File: src/rtl/result_writeback.sv
// Drains ROWS rows of out_buffer into BRAM at an appending write pointer; done pulses ROWS+3 cycles after start.
// No backpressure: an accepted drain always runs to completion, extra starts are dropped and flagged.
module result_writeback #(
   parameter int DATA_W = 64,
   parameter int ROWS   = 8
) (
   input  logic              clk,
   input  logic              rst,
   input  logic              en,
   input  logic              start,
   input  logic              clear,
   input  logic [7:0]        wb_base_addr,
   input  logic [7:0]        wb_end_addr,
   output logic              rd_out_buffer,
   output logic [3:0]        r_addr_out_buffer,
   input  logic [DATA_W-1:0] out_buffer_dout,
   output logic              en_BRAM,
   output logic              wea_BRAM,
   output logic [7:0]        addr_BRAM,
   output logic [DATA_W-1:0] din_BRAM,
   output logic              busy,
   output logic              done,
   output logic              overflow,
   output logic              start_drop
);

   typedef enum logic [1:0] {IDLE, READ, DRAIN, DONE} state_t;

   localparam logic [3:0] ROWS_L = 4'(ROWS);

   state_t     state;
   logic [7:0] wr_ptr;
   logic       full;
   logic       rd_d1;

   always_ff @(posedge clk) begin
      if (rst) begin
         state             <= IDLE;
         wr_ptr            <= wb_base_addr;
         full              <= 1'b0;
         rd_d1             <= 1'b0;
         rd_out_buffer     <= 1'b0;
         r_addr_out_buffer <= 4'd0;
         en_BRAM           <= 1'b0;
         wea_BRAM          <= 1'b0;
         addr_BRAM         <= 8'd0;
         din_BRAM          <= '0;
         busy              <= 1'b0;
         done              <= 1'b0;
         overflow          <= 1'b0;
         start_drop        <= 1'b0;
      end else begin
         en_BRAM   <= 1'b0;
         wea_BRAM  <= 1'b0;
         addr_BRAM <= 8'd0;
         din_BRAM  <= '0;
         done      <= 1'b0;
         rd_d1     <= rd_out_buffer;

         // rd_d1 marks the cycle the out_buffer data is valid; it lands in BRAM one cycle later
         if (rd_d1) begin
            if (!full) begin
               en_BRAM   <= 1'b1;
               wea_BRAM  <= 1'b1;
               addr_BRAM <= wr_ptr;
               din_BRAM  <= out_buffer_dout;
               if (wr_ptr == wb_end_addr)
                  full <= 1'b1;
               else
                  wr_ptr <= wr_ptr + 8'd1;
            end else begin
               overflow <= 1'b1;
            end
         end

         case (state)
            IDLE: begin
               if (clear) begin
                  wr_ptr     <= wb_base_addr;
                  full       <= 1'b0;
                  overflow   <= 1'b0;
                  start_drop <= 1'b0;
               end
               if (start && en) begin
                  state             <= READ;
                  busy              <= 1'b1;
                  rd_out_buffer     <= 1'b1;
                  r_addr_out_buffer <= ROWS_L;
               end
            end
            READ: begin
               if (start)
                  start_drop <= 1'b1;
               if (r_addr_out_buffer == 4'd1) begin
                  rd_out_buffer     <= 1'b0;
                  r_addr_out_buffer <= 4'd0;
                  state             <= DRAIN;
               end else begin
                  r_addr_out_buffer <= r_addr_out_buffer - 4'd1;
               end
            end
            DRAIN: begin
               if (start)
                  start_drop <= 1'b1;
               if (!rd_d1) begin
                  state <= DONE;
                  busy  <= 1'b0;
                  done  <= 1'b1;
               end
            end
            DONE: begin
               if (start)
                  start_drop <= 1'b1;
               state <= IDLE;
            end
            default: state <= IDLE;
         endcase
      end
   end

endmodule

File: config.mk
export PLATFORM = sky130hd
export DESIGN_NAME = result_writeback
export DESIGN_NICKNAME = d
export VERILOG_FILES = /design/src/rtl/result_writeback.sv
export SDC_FILE = /design/constraint.sdc
export NUM_CORES = 1
export LEC_CHECK = 0
export CAP_MARGIN = 20
export CORE_MARGIN = 1
export CORE_UTILIZATION = 62
export CTS_BUF_LIST = sky130_fd_sc_hd__clkbuf_4
export DETAILED_ROUTE_END_ITERATION = 10
export DONT_BUFFER_PORTS = 1
export PLACE_DENSITY = 0.78
export SETUP_SLACK_MARGIN = 0.3
export SLEW_MARGIN = 0
export SYNTH_ARGS = -nofsm -noshare
export SYNTH_HDL_FRONTEND = slang
export SYNTH_SLANG_ARGS = --single-unit
File: constraint.sdc
create_clock -name clk -period 6 [get_ports clk]
set_clock_uncertainty 0.2 [all_clocks]
set_input_delay 0.6 -clock clk [delete_from_list [all_inputs] [get_ports clk]]
set_output_delay 0.6 -clock clk [all_outputs]
set_load 0.1 [all_outputs]
==> flow_metrics.tcl <==
set metrics [dict create \
    status "complete, no violations" \
    dr.pass1.iters 4 \
    cts_buffer_depth 2 \
    dp_hpwl_mm 4.31 \
    cts_setup_buffers 0 \
    grt_util_all_layers_pct 21.3 \
    drc_errors 0 \
    placed_cell_area_mm2 0.00311 \
    grt.overflow.total 0 \
    htreeDepth 3 \
    ys_ff_latch 94 \
    layout.cells.most_common "dfxtp_1" \
    min_path_type "in2reg" \
    yosysSeqAreaShare_pct 61.6 \
    clock-sinks 94 \
    crit_type "reg2reg" \
    synthToLayoutAreaGrowth_pct 6.92 \
    dr.first_iter.drc_count 54 \
    nNetsFinal 380 \
    most-common-layout-cells "dfxtp_1, and2_1, a21oi_1" \
    setup_slack_ns 3.43 \
    design_area_mm2 0.00327 \
    worstPathRequired_ns 6.15 \
    grt_setup_unrepaired "no" \
    wl_mm 5.73 \
    vias_per_cell 5.16 \
    syn_area_mm2 0.00305 \
    hold_end "r_addr_out_buffer[2]" \
    period_needed_ns 2.57 \
    drive_above_1_share_pct 7.48 \
    p_leak_nw 1.33 \
    grt_antenna_before_repair 0 \
    synth_nets 378 \
    syn_inst 287 \
    num_vias 1863 \
    n_antenna_cell 0 \
    cts-root-buf "clkbuf_4" \
    crit_arrival_ns 2.71 \
    ant_nets 0 \
    first_global_vias 1611 \
    drv_slew 0 \
    initial_core_util_pct 64.7 \
    hold_start "rst" \
    power_mw 1.68 \
    cts_buffers 9 \
    dieArea_mm2 0.00521 \
    hold_violations 0 \
    worst_setup_path_end_kind "flop" \
    pre_cts_ws_ns 3.44 \
    syn_avg_cell_area_um2 10.6 \
    hold_buffers 0 \
    regToRegEndpoint "r_addr_out_buffer[2]" \
    setup_viol 0 \
    rrSetupSlack_ns 3.43 \
    worstMarginPinSlew_ns 1.09 \
    ctsResizeCount 0 \
    port_buffers 0 \
    die_h_um 72.2 \
    relSlewSlack_pct 27.5 \
    grt_pass1_wl_mm 8.31 \
    synth.distinct_cells 32 \
    wl_per_cell_um 15.9 \
    drv_cap 0 \
    power_density_mw_per_mm2 513 \
    timing.rr.start "r_addr_out_buffer[1]" \
    worstRegToRegCells 6 \
    clock_insertion_delay_worst_skew_ns 0.40 \
    clkTransAtPathRegs_ns 0.14 \
    cts_tree "yes" \
    num_rows 25 \
    coreArea_mm2 0.00472 \
    ios 168 \
    holdPathStages 1 \
    place_congestion 0.803 \
    ir_drop_mv 0.343 \
    grt_max_degree 74 \
    max_freq_mhz 390 \
    setup_tns_ns 0 \
    die_width_um 72.2 \
    fin_crit_sh_pct 42.8 \
    startpoint_type "flop" \
    synth_warnings 0 \
    worstPathMaxFanout 4 \
]
[worst max-delay path: stages (launching register included)]
cell and delay, ns:
dfxtp_1 1.01, inv_1 0.15, ha_1 0.24, nor3b_1 0.15
nand2b_1 0.22, or4_1 0.40, a21oi_1 0.14
[how the worst max path moves through the flow]
stage,start,to,slack [ns],cells past startpoint
5_1_grt,r_addr_out_buffer[1],r_addr_out_buffer[2],3.29,6
6_report,r_addr_out_buffer[1],r_addr_out_buffer[2],3.43,6
4_1_cts,r_addr_out_buffer[1],r_addr_out_buffer[2],3.42,6
2_1_floorplan,r_addr_out_buffer[1],r_addr_out_buffer[2],3.54,6
3_3_place_gp,r_addr_out_buffer[1],r_addr_out_buffer[2],3.48,6
3_5_place_dp,r_addr_out_buffer[1],r_addr_out_buffer[2],3.44,6
[layout make-up]
cell class | instances | area (um^2)
Clock buffer | 9 | 67.6
Clock inverter | 7 | 72.6
Fill cell | 370 | 1460
Inverter | 8 | 30.0
Multi-Input combinational cell | 175 | 1110
Sequential cell | 94 | 1880
Tap cell | 67 | 83.8
Timing Repair Buffer | 1 | 20.0
[power breakdown]
part / internal [mW] / switching, mW / leakage (nW)
clock network: 0.129 / 0.201 / 0.0743
registers: 0.693 / 0.408 / 0.765
logic: 0.111 / 0.133 / 0.489
total: 0.934 / 0.742 / 1.33
[through the flow]
step	utilization [%]	hold slack, ns	instances
floorplan	-	0.265	287
global placement	65.7	0.295	344
detailed placement	65.7	0.305	344
CTS	68.7	0.0202	360
global route	69.1	0.0128	361
finish	69.1	0.0428	361
[metal layers]
metal / vias up / wire (um) / part of all wire [%] / GRT usage (%)
li1: 929 / - / - / -
met1: 855 / 2100 / 37 / 23.1
met2: 74 / 3100 / 54 / 38.6
met3: 5 / 457 / 8.0 / 6.81
met4: 0 / 65 / 1.1 / 7.84
met5: - / 0 / 0 / 0
[cells in the mapped netlist, drive strengths merged]
library cell	number	area (um^2)
nor3	5	25.0
ha	6	75.1
nor4	2	25.0
nor3b	2	15.0
a311oi	1	8.76
xnor2	6	52.6
o21ai	9	45.0
nand3	1	5.00
dfxtp	94	1880
clkbuf	9	33.8
nand2b	3	18.8
and2	72	452
xor2	8	70.1
inv	8	30.0
a31oi	1	6.26
a211oi	2	15.0
nand4	2	12.5
and3	1	6.26
nor2	15	56.3
nand2	11	41.3
and4b	1	10.0
o211ai	1	7.51
buf	1	7.51
nor2b	2	12.5
a21bo	1	10.0
a21oi	18	90.1
mux2i	2	20.0
a21o	1	7.51
or4	1	7.51
or3	1	6.26
[state kept, by name (all words and copies together), names as in the netlist]
signal / flops
busy: 1
state: 2
din_BRAM: 64
wr_ptr: 8
r_addr_out_buffer: 4
addr_BRAM: 8
done: 1
overflow: 1
rd_d1: 1
full: 1
wea_BRAM: 1
rd_out_buffer: 1
start_drop: 1
[cells by family (layout without fill, tap and decap cells)]
kind of cell	count (synthesis)	after routing	share of synthesized area [%]
compound gates	34	34	6.23
buf+inv	18	25	2.34
simple gates	119	119	22.7
mux	2	2	0.655
fa+ha+maj	6	6	2.46
xor+xnor	14	14	4.01
flops	94	94	61.6
Power figures use the tool's default switching activity.
